===== src/rtl/apb_dma_reg_bridge_if.sv =====
// APB4 signal bundle between a bus master and the DMA register bridge.
interface apb_dma_reg_bridge_if;
  logic        psel;
  logic        penable;
  logic        pwrite;
  logic [31:0] paddr;
  logic [31:0] pwdata;
  logic [3:0]  pstrb;
  logic [31:0] prdata;
  logic        pready;
  logic        pslverr;

  modport master (
    output psel, penable, pwrite, paddr, pwdata, pstrb,
    input  prdata, pready, pslverr
  );

  modport slave (
    input  psel, penable, pwrite, paddr, pwdata, pstrb,
    output prdata, pready, pslverr
  );
endinterface


===== src/rtl/apb_dma_reg_bridge.sv =====
// APB4 slave front-end for the DMA register block: window decode, error response,
// read-latency hiding and byte-strobe writes via read-modify-write.
module apb_dma_reg_bridge #(
  parameter logic [31:0]         BASE_ADDR = 32'h400,
  parameter int unsigned         NUM_REGS  = 10,
  parameter logic [NUM_REGS-1:0] RO_MASK   = 10'h060,
  parameter logic [NUM_REGS-1:0] W1C_MASK  = 10'h100
) (
  input  logic                 clk,
  input  logic                 rst_n,
  apb_dma_reg_bridge_if.slave  apb,
  output logic                 wr_en,
  output logic                 rd_en,
  output logic [31:0]          addr,
  output logic [31:0]          wdata,
  input  logic [31:0]          rdata,
  output logic [7:0]           err_count
);

  localparam logic [3:0] IDLE      = 4'd0;
  localparam logic [3:0] ERR       = 4'd1;
  localparam logic [3:0] WR        = 4'd2;
  localparam logic [3:0] RD_ISSUE  = 4'd3;
  localparam logic [3:0] RD_CAP    = 4'd4;
  localparam logic [3:0] RD_RESP   = 4'd5;
  localparam logic [3:0] RMW_ISSUE = 4'd6;
  localparam logic [3:0] RMW_CAP   = 4'd7;
  localparam logic [3:0] RMW_WR    = 4'd8;

  localparam int unsigned IDX_W = (NUM_REGS > 1) ? $clog2(NUM_REGS) : 1;
  // BASE_ADDR is word aligned, so the word offset is a plain 30-bit subtract.
  localparam logic [29:0] BASE_W = BASE_ADDR[31:2];
  localparam logic [29:0] NUM_W  = 30'(NUM_REGS);

  logic [3:0]  state;
  logic [31:0] pwdata_q;
  logic [3:0]  strb_q;
  logic        w1c_q;

  logic [29:0] word_off;
  logic        in_range;
  logic        ro_hit;
  logic        w1c_hit;
  logic        valid;
  logic [31:0] merged;

  always_comb begin
    word_off = apb.paddr[31:2] - BASE_W;
    in_range = (apb.paddr >= BASE_ADDR) && (word_off < NUM_W);
    ro_hit   = in_range && RO_MASK[word_off[IDX_W-1:0]];
    w1c_hit  = in_range && W1C_MASK[word_off[IDX_W-1:0]];
    valid    = in_range && (apb.paddr[1:0] == 2'b00) && !(apb.pwrite && ro_hit);
  end

  // Unstrobed lanes of a W1C register are written as zero so the merge never
  // clears flags that happened to read back as set.
  always_comb begin
    merged = '0;
    for (int unsigned b = 0; b < 4; b++) begin
      if (strb_q[b])
        merged[8*b +: 8] = pwdata_q[8*b +: 8];
      else if (w1c_q)
        merged[8*b +: 8] = 8'h00;
      else
        merged[8*b +: 8] = rdata[8*b +: 8];
    end
  end

  always_ff @(posedge clk or negedge rst_n) begin
    if (!rst_n) begin
      state       <= IDLE;
      apb.prdata  <= '0;
      apb.pready  <= 1'b0;
      apb.pslverr <= 1'b0;
      wr_en       <= 1'b0;
      rd_en       <= 1'b0;
      addr        <= '0;
      wdata       <= '0;
      err_count   <= '0;
      pwdata_q    <= '0;
      strb_q      <= '0;
      w1c_q       <= 1'b0;
    end else begin
      wr_en       <= 1'b0;
      rd_en       <= 1'b0;
      apb.pready  <= 1'b0;
      apb.pslverr <= 1'b0;
      apb.prdata  <= '0;
      case (state)
        IDLE: begin
          if (apb.psel && apb.penable) begin
            addr     <= apb.paddr;
            pwdata_q <= apb.pwdata;
            strb_q   <= apb.pstrb;
            w1c_q    <= w1c_hit;
            if (!valid) begin
              state       <= ERR;
              apb.pready  <= 1'b1;
              apb.pslverr <= 1'b1;
              if (err_count != '1)
                err_count <= err_count + 8'd1;
            end else if (apb.pwrite && apb.pstrb == 4'hF) begin
              state      <= WR;
              wr_en      <= 1'b1;
              wdata      <= apb.pwdata;
              apb.pready <= 1'b1;
            end else if (apb.pwrite && apb.pstrb == 4'h0) begin
              state      <= ERR;
              apb.pready <= 1'b1;
            end else if (apb.pwrite) begin
              state <= RMW_ISSUE;
              rd_en <= 1'b1;
            end else begin
              state <= RD_ISSUE;
              rd_en <= 1'b1;
            end
          end
        end
        RD_ISSUE:  state <= RD_CAP;
        RD_CAP: begin
          state      <= RD_RESP;
          apb.prdata <= rdata;
          apb.pready <= 1'b1;
        end
        RMW_ISSUE: state <= RMW_CAP;
        RMW_CAP: begin
          state      <= RMW_WR;
          wdata      <= merged;
          wr_en      <= 1'b1;
          apb.pready <= 1'b1;
        end
        ERR, WR, RD_RESP, RMW_WR: state <= IDLE;
        default:   state <= IDLE;
      endcase
    end
  end

endmodule


===== src/flat_wrapper.sv =====
// flat-port wrapper written by rule: the top's interface ports become plain ports
module apb_dma_reg_bridge_flat 
#(
  parameter logic [31:0]         BASE_ADDR = 32'h400,
  parameter int unsigned         NUM_REGS  = 10,
  parameter logic [NUM_REGS-1:0] RO_MASK   = 10'h060,
  parameter logic [NUM_REGS-1:0] W1C_MASK  = 10'h100
)
  (clk, rst_n, wr_en, rd_en, addr, wdata, rdata, err_count, apb_psel, apb_penable, apb_pwrite, apb_paddr, apb_pwdata, apb_pstrb, apb_prdata, apb_pready, apb_pslverr);
  apb_dma_reg_bridge_if apb_i ();
  input  logic clk;
  input  logic rst_n;
  output logic wr_en;
  output logic rd_en;
  output logic [31:0] addr;
  output logic [31:0] wdata;
  input  logic [31:0] rdata;
  output logic [7:0] err_count;
  input wire logic [$bits(apb_i.psel)-1:0] apb_psel;
  input wire logic [$bits(apb_i.penable)-1:0] apb_penable;
  input wire logic [$bits(apb_i.pwrite)-1:0] apb_pwrite;
  input wire logic [$bits(apb_i.paddr)-1:0] apb_paddr;
  input wire logic [$bits(apb_i.pwdata)-1:0] apb_pwdata;
  input wire logic [$bits(apb_i.pstrb)-1:0] apb_pstrb;
  output wire logic [$bits(apb_i.prdata)-1:0] apb_prdata;
  output wire logic [$bits(apb_i.pready)-1:0] apb_pready;
  output wire logic [$bits(apb_i.pslverr)-1:0] apb_pslverr;
  assign apb_i.psel = apb_psel;
  assign apb_i.penable = apb_penable;
  assign apb_i.pwrite = apb_pwrite;
  assign apb_i.paddr = apb_paddr;
  assign apb_i.pwdata = apb_pwdata;
  assign apb_i.pstrb = apb_pstrb;
  assign apb_prdata = apb_i.prdata;
  assign apb_pready = apb_i.pready;
  assign apb_pslverr = apb_i.pslverr;
  apb_dma_reg_bridge #(.BASE_ADDR(BASE_ADDR), .NUM_REGS(NUM_REGS), .RO_MASK(RO_MASK), .W1C_MASK(W1C_MASK)) u_core (.clk(clk), .rst_n(rst_n), .apb(apb_i), .wr_en(wr_en), .rd_en(rd_en), .addr(addr), .wdata(wdata), .rdata(rdata), .err_count(err_count));
endmodule

===== config.mk =====
export PLATFORM = sky130hd
export DESIGN_NAME = apb_dma_reg_bridge_flat
export DESIGN_NICKNAME = d
export VERILOG_FILES = /design/src/rtl/apb_dma_reg_bridge_if.sv /design/src/rtl/apb_dma_reg_bridge.sv /design/src/flat_wrapper.sv
export SDC_FILE = /design/constraint.sdc
export NUM_CORES = 1
export LEC_CHECK = 0
export CORE_AREA = 2 2 153 110
export CTS_CLUSTER_SIZE = 20
export DETAILED_ROUTE_END_ITERATION = 12
export DIE_AREA = 0 0 155 112
export PLACE_DENSITY = 0.76
export SLEW_MARGIN = 10
export SYNTH_ARGS = -nofsm -noshare
export SYNTH_HDL_FRONTEND = slang
export SYNTH_SLANG_ARGS = --single-unit

===== constraint.sdc =====
create_clock -name clk -period 2.2 [get_ports clk]
set_input_delay 0.66 -clock clk [delete_from_list [all_inputs] [get_ports clk]]
set_output_delay 0.66 -clock clk [all_outputs]
set_load 0.005 [all_outputs]

Yosys cells after proc, flatten, opt, wreduce, memory -nomap -nowiden
Memories as Yosys holds them, arrays and structs flattened.
Cells that the tools add are included.
{ "word_totals": {"n_memories": 2, "reg_bits": 149, "romBits": 32, "out_inout_bits": 108, "elab_cells": 85} }
{ "op_classes": {"addsub": 2, "n_eq_ne": 9, "order_cmp": 3, "mux": 38, "bitwise": 1, "n_reduce_logical": 18} }
{ "mem_list": {"columns": ["memory", "depth", "width", "rd", "rd_clocked_by_memory_dff", "wr", "line", "source"], "rows": [
  ["(name not given)", 16, 1, 1, 0, 0, "apb_dma_reg_bridge.sv:51", "w1c_hit = in_range && W1C_MASK[word_off[IDX_W-1:0]];"],
  ["(name not given)", 16, 1, 1, 0, 0, "apb_dma_reg_bridge.sv:50", "ro_hit = in_range && RO_MASK[word_off[IDX_W-1:0]];"]
]} }
{ "op_table": {"columns": ["operator", "count"], "rows": [
  ["$mux 32", 4],
  ["$mux 8", 8],
  ["$pmux 32 s2", 1],
  ["$ge 32x11->1 const B", 1],
  ["$lt 30x4->1 const B", 1],
  ["$sub 30x9->30 const B", 1],
  ["$pmux 4 s5", 1],
  ["$mux 1", 17],
  ["$mux 4", 4],
  ["$eq 4x3->1 const B", 3],
  ["$logic_and 1x1->1", 9],
  ["$add 8x1->8 const B", 1],
  ["$logic_not 4->1", 2],
  ["$ne 8x8->1 const B", 1],
  ["$reduce_and 4->1", 2],
  ["$ne 2x1->1 const B", 3],
  ["$lt 4x5->1 const B", 1],
  ["$eq 4x2->1 const B", 1],
  ["$eq 4x4->1 const B", 1],
  ["$pmux 1 s2", 2],
  ["$mux 3", 1],
  ["$logic_not 2->1", 1],
  ["$reduce_and 2->1", 1],
  ["$reduce_bool 2->1", 1],
  ["3 further kinds", 3]
]} }

Longest topological paths before layout
{ "logic_depth": {"word_depth": 10, "depth_mapped": 9} }

Least setup slack after synthesis
No wires, ideal clock.
{ "synth_path": {"path_type": "in2reg", "start": "input port apb_paddr[14]", "end": "register u_core.wdata[26]", "setup_ns": 0.126, "path_stages": 7, "n_path_buf": 1, "arrival_ns": 2.494, "slack_ns": -0.420, "cell_sequence": "nor4_2 nand3_1 or4_4 a211o_4 buf_6 and3_1 a311o_1"} }
{ "synth_via": {"elab_chain_cells": 9} }
{ "synth_rtl": {"columns": ["element", "line", "source"], "rows": [
  ["start: declaration", "flat_wrapper.sv:22", "input wire logic [$bits(apb_i.paddr)-1:0] apb_paddr;"],
  ["$sub 30x9->30", "apb_dma_reg_bridge.sv:48", "word_off = apb.paddr[31:2] - BASE_W;"],
  ["$lt 30x4->1", "apb_dma_reg_bridge.sv:49", "in_range = (apb.paddr >= BASE_ADDR) && (word_off < NUM_W);"],
  ["$logic_and 1x1->1 *", "apb_dma_reg_bridge.sv:49", null],
  ["$logic_and 1x1->1", "apb_dma_reg_bridge.sv:50", null],
  ["$logic_and 1x1->1", "apb_dma_reg_bridge.sv:52", "valid = in_range && (apb.paddr[1:0] == 2'b00) && !(apb.pwrite && ro_hit);"],
  ["$logic_not 1->1", "apb_dma_reg_bridge.sv:52", null],
  ["$logic_and 1x1->1 *", "apb_dma_reg_bridge.sv:52", null],
  ["$ne 2x1->1 (no source line) *", null, null],
  ["$reduce_and 4->1 (no source line) *", null, null],
  ["end signal: assignment", "apb_dma_reg_bridge.sv:105", "wdata <= apb.pwdata;"],
  ["end signal: assignment", "apb_dma_reg_bridge.sv:128", "wdata <= merged;"],
  ["end: declaration", "apb_dma_reg_bridge.sv:15", "output logic [31:0] wdata,"]
]} }
Every way passes the cells marked *; elsewhere a longest branch is shown, timed or not.
A chain may end at the register's enable or synchronous reset.

Worst setup path after layout
{ "layout_path": {"start": "input port apb_paddr[20]", "end": "register u_core.wdata[7]"} }
Same word-level chain as after synthesis.

==> impl_metrics.yaml <==
status:
  run_status: "finished, violations left"
  violations: "negative setup slack"
power_and_ir_drop:
  p_leak_uw: 0.00480
  p_total_uw: 7460
  power_switching_uw: 1900
  internal_power_uw: 5560
  power_density_mw_per_mm2: 717
  power_frac_comb_pct: 17.0
  pwr-share-seq_pct: 43.7
  vdd_drop_max_mv: 0.489
  clkPwrFrac_pct: 39.2
  swShare_pct: 25.5
floorplan:
  die-width_um: 155
  core_sq_mm: 0.0160
  dieHeight_um: 112
  rows: 39
  ios: 213
  initial_utilization_pct: 41.1
  die_area_sq_mm: 0.0174
sta:
  max_slew_margin_pct: 59.6
  finalHoldViolCount: 0
  rsz0062_at_grt: "yes"
  fin_crit_sh_pct: 111
  fin_skew_ns: 0.00408
  finalSetupViolations: 42
  post-route-min-period_ns: 2.45
  layout_setup_ws_ns: -0.248
  fmax_mhz: 409
  finalMaxSlewViolations: 0
  setup_tns_ns: -8.14
  worstMarginPinSlew_ns: 0.606
synth:
  ys_ff_latch: 149
  synth_mux_area_share_pct: 0.496
  synth_compound_gate_area_share_pct: 9.10
  yosysTopAreaCell: "dfrtp_1"
  synth_fa_ha_area_share_pct: 0.382
  avgSynthCellArea_sq_um: 9.57
  syn-cell-area_sq_mm: 0.00656
  synth_area_leaders: "dfrtp_1 (57%), nand2_1 (12%), and3_1 (6.2%), a311o_1 (4.9%), nor3b_1 (3.8%)"
  yosysSeqAreaShare_pct: 56.9
  synth-warning-count: 0
  synth_top_area_share_pct: 56.9
  synth_top_family_by_area: "simple AND/OR/NAND/NOR gates"
  async_flop_share_pct: 100
  synthCells: 685
  synth_nets: 792
  synth_cell_type_count: 40
  yosys.area_share.simple_pct: 28.7
  synthXorXnorAreaFrac_pct: 0.802
  synth-edff-count: 0
  synthFlopType: "dfrtp_1"
grt:
  track_usage_pct: 25.3
  grt_pass1_vias: 6107
  grt_antenna_before_repair: 1
  grt.overflow.total: 0
  grt_first_pass_wirelength_mm: 33.7
  grt_max_degree: 61
setup_path:
  critPathSlowestCell: "or4_4"
  critPathCaptureType: "register"
  reg2reg_depth: 7
  crit_arrival_ns: 2.75
  criticalPathCategory: "input port to register"
  crit_fanout: 7
  start_kind: "input port"
  reg2reg_slack_ns: 0.03
  crit_chain: "clkdlybuf4s15_1 > nor3_2 > nand3_1 > or4_4 > a211o_4 > and3_4 > a311o_1"
  critPathRequiredTime_ns: 2.51
  r2r-end: "u_core.wdata[7]$_DFFE_PN0P_"
  r2r_start: "u_core.state[1]$_DFFE_PN0P_"
  critical-path-max-stage-delay_ns: 0.65
hold_path:
  hold_path.class: "input port to async pin"
placed_design:
  dp_cells: 1099
  hpwl_mm: 13.7
  dp_slack_ns: -1.11
  gp_routability_congestion: 0.809
  portBuffers: 212
clock_network:
  root_buffer: "clkbuf_16"
  numCtsBuffers: 17
  htree_levels: 4
  cts_sinks: 149
  ctsHoldBuffers: 0
  cts_tree: "done"
  clk_pin_slew_ns: 0.06
  clk_latency_ns: 0.42
  max-clock-path-buffers: 2
finish:
  final_cell_mix: "nand2_1 (208), clkdlybuf4s50_1 (182), dfrtp_1 (149)"
  layout-drive-gt1-share_pct: 19.4
  fin_cells: 1148
  post-route-util_pct: 65.2
  final_common_cell: "nand2_1"
  fill_cells: 1253
  syn_to_final_growth_pct: 58.7
  layout.nets: 1037
route:
  vias: 6118
  ant_nets: 0
  viasPerCell: 5.33
  firstDrtPassIters: 5
  drt-wirelength-per-cell_um: 19.0
  drt_iter0_markers: 404
  drc_errors: 0
  drt_wl_total_mm: 21.8
run:
  max_cap_violations: 0
[worst max-delay path, delay by kind of cell]
kind	cells	cell delay (ns)
AOI/OAI and AO/OA	2	0.69
buffers and inverters	1	0.20
and+or+nand+nor	4	1.20
[cells by family (layout without fill, tap and decap cells)]
kind of cell,after synthesis,after routing
buffers and inverters,57,310
other,0,1
DFF,149,149
xor gates and xnor gates,6,6
AOI/OAI and AO/OA,79,83
adders and majority gates,2,2
and+or+nand+nor,389,389
muxes,3,3
[metrics by stage]
step                      hold slack [ns]  cell area, sq um
after detailed placement            0.461              9170
final                               0.176             10400
after floorplan                     0.364              6580
after global routing                0.191             10400
after global placement              0.456              9170
after CTS                           0.179             10300
[how the worst max path moves through the flow]
stage | startpoint | to | depth (start not counted) | slack (ns)
final | apb_paddr[20] | u_core.wdata[7]$_DFFE_PN0P_ | 7 | -0.25
after global routing | apb_paddr[20] | u_core.wdata[7]$_DFFE_PN0P_ | 8 | -0.29
after CTS | apb_paddr[10] | u_core.wdata[3]$_DFFE_PN0P_ | 8 | -0.24
after detailed placement | apb_paddr[10] | u_core.wdata[29]$_DFFE_PN0P_ | 8 | -1.11
after global placement | apb_paddr[10] | u_core.apb.pready$_DFF_PN0_ | 10 | -1.10
after floorplan | apb_paddr[26] | u_core.wdata[26]$_DFFE_PN0P_ | 7 | -0.35
[sequential cells by signal, summed over array words and instances, names as in the netlist]
register and cells:
u_core.strb_q 4, u_core.addr 32, u_core.err_count 8, u_core.rd_en 1
u_core.apb.prdata 32, u_core.w1c_q 1, u_core.pwdata_q 32, u_core.wr_en 1
u_core.apb.pready 1, u_core.wdata 32, u_core.apb.pslverr 1, u_core.state 4
[routing by layer]
metal	global-route usage [%]	vias to the layer above	wire, um
li1	-	2855	-
met1	35.4	2982	10000
met2	38.6	258	9700
met3	8.14	23	1820
met4	5.74	0	286
met5	0	-	0
[final cells by class]
type	count	area (sq um)	share of cell area (%)
flip-flops and latches	149	3730	35.8
multi-input cells	483	3100	29.8
repair buffers	275	2710	26.0
clock buffers	23	498	4.79
well taps	205	256	2.47
clock inverters	8	97.6	0.938
inverters	4	15.0	0.144
diodes	1	2.50	0.0240
[power groups by stage]
stage / logic, uW / clock network, uW / registers (uW)
global route: 1400 / 3110 / 3300
detailed placement: 1210 / 0 / 3300
finish: 1270 / 2930 / 3260
CTS: 1270 / 2980 / 3260
global placement: 1180 / 0 / 3290
floorplan: 464 / 0 / 3230
[Yosys cell counts, types with 3 or more instances]
cell and number:
nor2_1 40, nor3b_1 33, inv_1 4, buf_2 4
clkbuf_1 41, buf_1 5, and3_1 65, dfrtp_1 149
nor4_1 4, buf_6 3, nand2_1 209, a21oi_1 34
a311o_1 32, xor2_1 6, nand3_1 4, nor3_1 12
nand4_1 6, o21ai_0 3
[repair_timing]
item                                    CTS  global route
buffers inserted                         10             4
cloned                                    5             1
pin swaps                                63            28
endpoints found under the setup margin   48            48
resized for setup                       141            33
hold endpoints to repair                  0             0
(Power assumes the default switching activity.)
